File: src/rtl/bool_func_sequencer.sv
// bool_func_sequencer: drives {A,B,C} = 0..7 into a boolean function block,
// samples F after a settle time and scores it against a truth table.
module bool_func_sequencer #(
    parameter int          SETTLE_CYCLES = 2,
    parameter logic [7:0]  EXPECTED      = 8'h68
) (
    input  logic       i_clk,
    input  logic       i_rst,
    input  logic       i_start,
    input  logic       i_F,
    output logic       o_A,
    output logic       o_B,
    output logic       o_C,
    output logic       o_busy,
    output logic       o_done,
    output logic       o_pass,
    output logic [3:0] o_err_count,
    output logic       o_fail_valid,
    output logic [2:0] o_first_fail
);

    typedef enum logic [1:0] {
        IDLE,
        SETTLE,
        CHECK,
        DONE
    } state_t;

    localparam logic [3:0] SETTLE_LAST = 4'(SETTLE_CYCLES - 1);

    state_t     state_q, state_d;
    logic [2:0] vec_q, vec_d;
    logic [3:0] cnt_q, cnt_d;
    logic [3:0] err_q, err_d;
    logic       fv_q, fv_d;
    logic [2:0] ff_q, ff_d;
    logic       pass_q, pass_d;
    logic       prev_q;
    logic       start_edge;

    assign start_edge = i_start & ~prev_q;

    // State and result registers; prev start tracks i_start in every state.
    always_ff @(posedge i_clk or posedge i_rst) begin
        if (i_rst) begin
            state_q <= IDLE;
            vec_q   <= '0;
            cnt_q   <= '0;
            err_q   <= '0;
            fv_q    <= 1'b0;
            ff_q    <= '0;
            pass_q  <= 1'b0;
            prev_q  <= 1'b0;
        end else begin
            state_q <= state_d;
            vec_q   <= vec_d;
            cnt_q   <= cnt_d;
            err_q   <= err_d;
            fv_q    <= fv_d;
            ff_q    <= ff_d;
            pass_q  <= pass_d;
            prev_q  <= i_start;
        end
    end

    // Next-state and result update; results hold unless a step changes them.
    always_comb begin
        state_d = state_q;
        vec_d   = vec_q;
        cnt_d   = cnt_q;
        err_d   = err_q;
        fv_d    = fv_q;
        ff_d    = ff_q;
        pass_d  = pass_q;
        unique case (state_q)
            IDLE: begin
                if (start_edge) begin
                    vec_d   = '0;
                    cnt_d   = '0;
                    err_d   = '0;
                    fv_d    = 1'b0;
                    ff_d    = '0;
                    pass_d  = 1'b0;
                    state_d = SETTLE;
                end
            end
            SETTLE: begin
                if (cnt_q == SETTLE_LAST) begin
                    cnt_d   = '0;
                    state_d = CHECK;
                end else begin
                    cnt_d = cnt_q + 4'd1;
                end
            end
            CHECK: begin
                if (i_F != EXPECTED[vec_q]) begin
                    err_d = err_q + 4'd1;
                    if (!fv_q) begin
                        ff_d = vec_q;
                        fv_d = 1'b1;
                    end
                end
                if (vec_q == 3'd7) begin
                    state_d = DONE;
                end else begin
                    vec_d   = vec_q + 3'd1;
                    cnt_d   = '0;
                    state_d = SETTLE;
                end
            end
            DONE: begin
                pass_d  = (err_q == 4'd0);
                vec_d   = '0;
                state_d = IDLE;
            end
            default: state_d = IDLE;
        endcase
    end

    assign o_A          = vec_q[2];
    assign o_B          = vec_q[1];
    assign o_C          = vec_q[0];
    assign o_busy       = (state_q == SETTLE) || (state_q == CHECK);
    assign o_done       = (state_q == DONE);
    assign o_pass       = pass_q;
    assign o_err_count  = err_q;
    assign o_fail_valid = fv_q;
    assign o_first_fail = ff_q;

endmodule

File: config.mk
export PLATFORM = sky130hd
export DESIGN_NAME = bool_func_sequencer
export DESIGN_NICKNAME = d
export VERILOG_FILES = /design/src/rtl/bool_func_sequencer.sv
export SDC_FILE = /design/constraint.sdc
export NUM_CORES = 1
export LEC_CHECK = 0
export CAP_MARGIN = 20
export CORE_MARGIN = 5
export CORE_UTILIZATION = 56
export DETAILED_ROUTE_END_ITERATION = 8
export PLACE_DENSITY = 0.82
export SYNTH_ARGS = -nofsm -noshare
export SYNTH_HDL_FRONTEND = slang
export SYNTH_SLANG_ARGS = --single-unit
File: constraint.sdc
create_clock -name i_clk -period 3.6 [get_ports i_clk]
set_input_delay 0.9 -clock i_clk [delete_from_list [all_inputs] [get_ports i_clk]]
set_output_delay 0.9 -clock i_clk [all_outputs]
set_load 0.005 [all_outputs]
==> flow_summary.rst, run 1 <==
.. list-table::
   :header-rows: 1

   * - Metric
     - Value
   * - Outcome
     - finished clean
   * - Mux contribution to synthesized area
     - 2.97%
   * - Bufs and invs on worst path
     - 2
   * - Arrival time at the worst endpoint
     - 1.62 ns
   * - Standard cell with the maximum stage delay on the critical path
     - sky130_fd_sc_hd__clkdlybuf4s50_1
   * - I/O Pins
     - 18
   * - Largest driver fanout on the critical path
     - 5
   * - Row Count
     - 16
   * - Highest metal layer used by the detailed router
     - met4
   * - Num CTS Buffers
     - 3
   * - Clk_skew
     - 0.000906 ns
   * - Number of remaining DRC errors
     - 0
   * - TritonCTS clock tree
     - yes
   * - Core Box Area
     - 1920 um^2
   * - Clock latency on the worst-skew pair
     - 0.30 ns
   * - Global router's overall resource usage
     - 18.6%
   * - Post-route insts no fill
     - 156
   * - Total of buffers placed on input and output ports
     - 17
   * - Post-CTS setup buffer count
     - 0
   * - Critical path required time
     - 2.70 ns
   * - Count of endpoints failing setup in the final report
     - 0
   * - Cell area after synthesis
     - 1100 um^2
   * - Setup TNS
     - 0 ns
   * - Relative max-transition margin
     - 52.6%
   * - Share of synthesized cell area in full adder, half adder and majority cells
     - 12.6%
   * - Area of the die
     - 2940 um^2
   * - Synthesis Warnings
     - 0
   * - Post-layout min period
     - 2.52 ns
   * - Cell variety after synth
     - 37
   * - Critical Path Max Stage Delay
     - 0.49 ns
   * - CTS-repair resized insts
     - 0
   * - Power density cells
     - 769 nW/um^2
   * - Root buf cell
     - sky130_fd_sc_hd__clkbuf_4
   * - Antenna violation net count after detailed routing
     - 0
   * - Combinational fraction of design power
     - 52.9%
   * - R2r startpoint
     - state_q[0]$_DFFE_PP0P_
   * - Average instance area after synthesis
     - 9.96 um^2
   * - Via count of the first global-routing pass
     - 899
   * - Final antenna diode count
     - 0
   * - Total number of vias
     - 907
   * - Clock power share
     - 10.8%
   * - Remaining global-route overflow
     - 0
   * - Antenna violations before repair
     - 0
   * - Static Leak
     - 0.000581 uW
   * - Pin count of the biggest net entering global routing
     - 20
   * - Dominant synthesized flop cell
     - sky130_fd_sc_hd__dfrtp_1
   * - Total wirelength of the detailed-routed design
     - 2.34 mm
   * - Number of buffers between clock root and the deepest sink
     - 2
   * - Iter 0 DRT Violations
     - 17
   * - Number of synthesized register bits
     - 19
   * - Slew Viols, Final
     - 0
   * - Share of the synthesized netlist area taken by xor and xnor gates
     - 0.799%
   * - Routability congestion estimate
     - 0.865
   * - Type of the most critical hold path
     - register to register
   * - Maximum vdd drop
     - 0.000453 V
   * - Worst R2R Setup Slack
     - 1.51 ns
   * - Synthesized netlist cell count
     - 110
   * - Crit share post-route
     - 69.9%
   * - Post-synthesis async set-or-reset flop share
     - 100%
   * - Synthesized netlist net count
     - 125
   * - Worst-path clk slew
     - 0.11 ns
   * - Sequential fraction of design power
     - 36.2%
   * - Total Nets Final
     - 145
   * - Simple-Gate Fraction of Synth Area
     - 15.0%
   * - Number of clock sinks seen by CTS
     - 19
   * - Most frequent standard cell in the layout excluding fill and tap cells
     - sky130_fd_sc_hd__dfrtp_1
   * - Worst-margin pin slew
     - 0.711 ns
   * - Fillers
     - 157
   * - Number of stages on the worst hold path
     - 1
   * - Largest family of logic cells by synthesized area
     - compound AO/OA/AOI/OAI gates
   * - First drt pass iteration count
     - 4
   * - Endpoint of the worst register-to-register path
     - o_err_count[1]$_DFFE_PP0P_
   * - Chip width
     - 54.2 um
   * - Number of hold buffers added after cts
     - 0
   * - Wire length of the first global-routing pass
     - 3.93 mm
   * - Post-detailed-placement half-perimeter wirelength
     - 1.70 mm
   * - Share of post-route cells with drive strength above 1
     - 6.20%
   * - Path depth of the worst reg2reg path
     - 6
   * - Type of element launching the critical path
     - register
   * - Net Switching
     - 416 uW
   * - Complex-gate fraction of the synthesized area
     - 20.1%
   * - Type of the worst setup path
     - register to primary output
   * - Die Y-Extent
     - 54.2 um
   * - Post-detailed-route via-to-cell ratio
     - 5.81
   * - Critical hold path startpoint
     - o_err_count[3]$_DFFE_PP0P_
   * - Worst path cell trace
     - inv_1 -> ha_1 -> clkdlybuf4s50_1
   * - Routed length on met2
     - 1.07 mm
   * - Count of flip-flops with a built-in enable after synthesis
     - 0
   * - Starting density of the core
     - 57.0%
   * - Critical path's top delay family
     - buffers and inverters
   * - Switching share of power
     - 41.0%
   * - Max-cap violations
     - 0
   * - Routed met1 length
     - 1.12 mm
   * - Sequential share of the synthesized area
     - 43.4%
   * - Setup repair after global routing missed its margin
     - no
   * - Mean routed wirelength per cell
     - 15.0 um
   * - Number of placed instances, taps included
     - 152
   * - Highest achievable clock rate
     - 398 MHz
   * - End of the worst hold path
     - o_pass$_DFFE_PP0P_
   * - Setup crit end kind
     - primary output
   * - Internal portion of total power
     - 597 uW
   * - Final Hold Vio Count
     - 0
   * - Syn-to-layout area delta
     - 20.2%
   * - Commonest cells after routing, fill and taps aside
     - sky130_fd_sc_hd__dfrtp_1, sky130_fd_sc_hd__clkdlybuf4s50_1, sky130_fd_sc_hd__inv_1
   * - Sum of met3 wire segment lengths after detailed routing
     - 109 um
   * - H-tree Lvls
     - 1
==> worst max path at each step <==
stage                            from                    to  slack [ns]  cells after the start
2_1_floorplan                 i_start  cnt_q[3]$_DFFE_PP0P_        1.64                      4
3_3_place_gp                  i_start  cnt_q[3]$_DFFE_PP0P_        1.03                      5
3_5_place_dp                  i_start  cnt_q[3]$_DFFE_PP0P_        0.99                      5
4_1_cts        state_q[0]$_DFFE_PP0P_                o_busy        1.08                      3
5_1_grt        state_q[0]$_DFFE_PP0P_                o_busy        1.03                      3
6_report       state_q[1]$_DFFE_PP0P_                o_busy        1.08                      3
==> cell type report <==
type	instances	area [um^2]	share of cell area (%)
multi-input combinational	76	563	42.7
timing repair buffer	17	170	12.9
inverter	13	48.8	3.70
clock buffer	4	26.3	1.99
tap	27	33.8	2.56
sequential	19	475	36.1
==> flip-flops by register name, summed over array words and instances (netlist names) <==
register and cells:
o_pass 1, prev_q 1, state_q 2, cnt_q 4, vec_q 3, o_first_fail 3, o_err_count 4, o_fail_valid 1
==> through the flow <==
stage | utilization, % | area, um^2 | power (uW) | worst slack (ns) | hold WS [ns]
3_3_place_gp | 67.2 | 1290 | 883 | 1.03 | 0.491
4_1_cts | 68.6 | 1320 | 1020 | 1.08 | 0.512
5_1_grt | 68.6 | 1320 | 1090 | 1.03 | 0.535
3_5_place_dp | 67.2 | 1290 | 899 | 0.988 | 0.491
2_1_floorplan | - | 1100 | 676 | 1.64 | 0.462
6_report | 68.6 | 1320 | 1010 | 1.08 | 0.519
==> power groups by stage <==
stage                     clock [uW]  combinational [uW]  sequential (uW)
after detailed placement           0                 531              367
after floorplan                    0                 319              358
after global placement             0                 519              364
after CTS                        113                 538              365
final                            110                 536              367
after global routing             122                 593              379
==> cell usage after synthesis (2+ instances only) <==
library cell / count / share of area (%)
sky130_fd_sc_hd__o21ai_0: 4 / 1.8
sky130_fd_sc_hd__nand3_1: 6 / 2.7
sky130_fd_sc_hd__a21oi_1: 5 / 2.3
sky130_fd_sc_hd__o21ai_1: 8 / 3.7
sky130_fd_sc_hd__dfrtp_1: 19 / 43
sky130_fd_sc_hd__o221ai_1: 2 / 1.6
sky130_fd_sc_hd__mux2_2: 2 / 2.1
sky130_fd_sc_hd__nor2_1: 3 / 1.0
sky130_fd_sc_hd__a22o_1: 2 / 1.6
sky130_fd_sc_hd__nor3b_1: 2 / 1.4
sky130_fd_sc_hd__ha_1: 11 / 13
sky130_fd_sc_hd__nand2_1: 7 / 2.4
sky130_fd_sc_hd__nand4_1: 3 / 1.7
sky130_fd_sc_hd__inv_1: 13 / 4.5
==> per-layer routing <==
metal	vias to the layer above	track usage (%)
met5	-	0
met4	0	8.30
met3	5	4.09
met2	30	29.7
met1	433	24.0
li1	439	-
==> kinds of logic (layout without fill, tap and decap cells) <==
group           after synthesis  after routing
buf+inv                      15             34
xor+xnor                      1              1
flops                        19             19
mux                           3              3
fa+ha+maj                    11             11
simple gates                 29             29
compound gates               32             32
Note: power is estimated with default switching activity, not from simulation.
==> inputs of run 2 (changes only) <==
--- a/config.mk
+++ b/config.mk
@@ -7,9 +7,9 @@
 export LEC_CHECK = 0
 export CAP_MARGIN = 20
 export CORE_MARGIN = 5
-export CORE_UTILIZATION = 56
+export CORE_UTILIZATION = 52
 export DETAILED_ROUTE_END_ITERATION = 8
-export PLACE_DENSITY = 0.82
+export PLACE_DENSITY = 0.77
 export SYNTH_ARGS = -nofsm -noshare
 export SYNTH_HDL_FRONTEND = slang
 export SYNTH_SLANG_ARGS = --single-unit
==> constraint.sdc (replaced) <==
create_clock -name i_clk -period 2.48 [get_ports i_clk]
set_input_delay 0.62 -clock i_clk [delete_from_list [all_inputs] [get_ports i_clk]]
set_output_delay 0.62 -clock i_clk [all_outputs]
set_load 0.005 [all_outputs]
==> flow_summary.rst, run 2 (same netlist as run 1, synthesis figures left out) <==
.. list-table::
   :header-rows: 1

   * - Metric
     - Value
   * - Outcome
     - finished clean
   * - Share of post-route cells with drive strength above 1
     - 7.69%
   * - Fillers
     - 169
   * - Final antenna diode count
     - 0
   * - Setup crit end kind
     - primary output
   * - Arrival time at the worst endpoint
     - 1.62 ns
   * - Setup repair after global routing missed its margin
     - no
   * - Die Y-Extent
     - 55.9 um
   * - Wire length of the first global-routing pass
     - 4.12 mm
   * - Routability congestion estimate
     - 0.822
   * - Post-detailed-placement half-perimeter wirelength
     - 1.76 mm
   * - Largest driver fanout on the critical path
     - 4
   * - Total Nets Final
     - 146
   * - R2r startpoint
     - state_q[0]$_DFFE_PP0P_
   * - Total of buffers placed on input and output ports
     - 17
   * - Global router's overall resource usage
     - 16.0%
   * - Count of endpoints failing setup in the final report
     - 0
   * - Final hold slack
     - 0.515 ns
   * - Worst-margin pin slew
     - 0.751 ns
   * - Total wirelength of the detailed-routed design
     - 2.33 mm
   * - Power density cells
     - 1120 nW/um^2
   * - Path depth of the worst reg2reg path
     - 6
   * - CTS-repair resized insts
     - 0
   * - Number of buffers between clock root and the deepest sink
     - 2
   * - Antenna violation net count after detailed routing
     - 0
   * - Standard cell with the maximum stage delay on the critical path
     - sky130_fd_sc_hd__clkdlybuf4s50_1
   * - Worst-path clk slew
     - 0.12 ns
   * - Type of the worst setup path
     - register to primary output
   * - Iter 0 DRT Violations
     - 31
   * - Final Hold Vio Count
     - 0
   * - Sequential cell area
     - 475 um^2
   * - Most frequent standard cell in the layout excluding fill and tap cells
     - sky130_fd_sc_hd__dfrtp_1
   * - Setup TNS
     - 0 ns
   * - Post-detailed-route via-to-cell ratio
     - 5.75
   * - H-tree Lvls
     - 1
   * - Static Leak
     - 0.000589 uW
   * - Syn-to-layout area delta
     - 21.0%
   * - Mean routed wirelength per cell
     - 14.9 um
   * - Clk_skew
     - 0.0104 ns
   * - Core Box Area
     - 1980 um^2
   * - Max-cap violations
     - 0
   * - Antenna violations before repair
     - 0
   * - Relative max-transition margin
     - 49.9%
   * - Chip width
     - 55.9 um
   * - Crit share post-route
     - 90.5%
   * - Maximum vdd drop
     - 0.000662 V
   * - Number of hold buffers added after cts
     - 0
   * - Clock latency on the worst-skew pair
     - 0.30 ns
   * - Num CTS Buffers
     - 3
   * - Area of the die
     - 3130 um^2
   * - Worst path cell trace
     - inv_1 -> ha_1 -> clkdlybuf4s50_1
   * - Via count of the first global-routing pass
     - 954
   * - Starting density of the core
     - 55.3%
   * - Commonest cells after routing, fill and taps aside
     - sky130_fd_sc_hd__dfrtp_1, sky130_fd_sc_hd__clkdlybuf4s50_1, sky130_fd_sc_hd__inv_1
   * - Number of remaining DRC errors
     - 0
   * - Row Count
     - 16
   * - Number of clock sinks seen by CTS
     - 19
   * - Endpoint of the worst register-to-register path
     - o_err_count[1]$_DFFE_PP0P_
   * - Remaining global-route overflow
     - 0
   * - Post-Route Utilization
     - 66.9%
   * - Termination of the worst setup path
     - o_busy
   * - I/O Pins
     - 18
   * - Type of the most critical hold path
     - register to register
   * - Root buf cell
     - sky130_fd_sc_hd__clkbuf_4
   * - Post-CTS setup buffer count
     - 0
   * - First drt pass iteration count
     - 5
   * - Worst R2R Setup Slack
     - 0.39 ns
   * - Critical path required time
     - 1.86 ns
   * - TritonCTS clock tree
     - yes
   * - Highest achievable clock rate
     - 445 MHz
   * - Critical Path Max Stage Delay
     - 0.50 ns
   * - Worst Setup SP
     - state_q[0]$_DFFE_PP0P_
   * - Post-layout min period
     - 2.24 ns
   * - Critical hold path startpoint
     - cnt_q[3]$_DFFE_PP0P_
   * - Type of element launching the critical path
     - register
   * - Area of the multi-input gates
     - 563 um^2
   * - Pin count of the biggest net entering global routing
     - 20
   * - Slew Viols, Final
     - 0
   * - Total number of vias
     - 902
==> run 2: metal layers <==
metal	GRT usage, %	vias to the layer above	share of wire (%)
li1	-	440	-
met1	22.1	443	50
met2	25.0	17	45
met3	3.02	2	3.6
met4	5.76	0	0.64
met5	0	-	0
==> run 2: worst min-delay path by stage <==
stage	endpoint	slack, ns	cells past startpoint
2_1_floorplan	cnt_q[3]$_DFFE_PP0P_	0.46	1
3_3_place_gp	cnt_q[3]$_DFFE_PP0P_	0.49	1
3_5_place_dp	cnt_q[3]$_DFFE_PP0P_	0.49	1
4_1_cts	cnt_q[3]$_DFFE_PP0P_	0.52	1
5_1_grt	cnt_q[3]$_DFFE_PP0P_	0.53	1
6_report	cnt_q[3]$_DFFE_PP0P_	0.52	1
==> run 2: layout make-up <==
type                    count  area share, %
multi-input cells          76           42.5
flip-flops and latches     19           35.8
repair buffers             18           13.4
inverters                  13           3.68
well taps                  27           2.55
clock buffers               3           1.70
clock inverters             1          0.377
==> run 2: power breakdown <==
| group | internal, uW | switching [uW] |
|---|---|---|
| combinational | 395 | 398 |
| sequential | 415 | 115 |
| clock | 60.0 | 98.9 |
==> run 2: metrics by stage <==
| stage | power (uW) | worst slack (ns) | instance area, um^2 | cells |
|---|---|---|---|---|
| after detailed placement | 1320 | 0.112 | 1300 | 153 |
| after CTS | 1490 | 0.209 | 1330 | 157 |
| after global routing | 1620 | 0.148 | 1330 | 157 |
| final | 1480 | 0.235 | 1330 | 157 |
| after floorplan | 982 | 0.635 | 1100 | 110 |
| after global placement | 1290 | 0.193 | 1300 | 153 |
==> run 2: worst max-delay path, delay by kind of cell (launching register included) <==
family	cells	cell delay (ns)
adder cells (fa/ha/maj)	1	0.29
buffers and inverters	2	0.61
flip-flops	1	0.43
==> inputs of run 3 (changes only) <==
--- a/config.mk
+++ b/config.mk
@@ -5,7 +5,6 @@
 export SDC_FILE = /design/constraint.sdc
 export NUM_CORES = 1
 export LEC_CHECK = 0
-export CAP_MARGIN = 20
 export CORE_MARGIN = 5
 export CORE_UTILIZATION = 52
 export DETAILED_ROUTE_END_ITERATION = 8
==> results of run 3 <==
No change in the layout: final DEF, timing and power equal those of run 2.
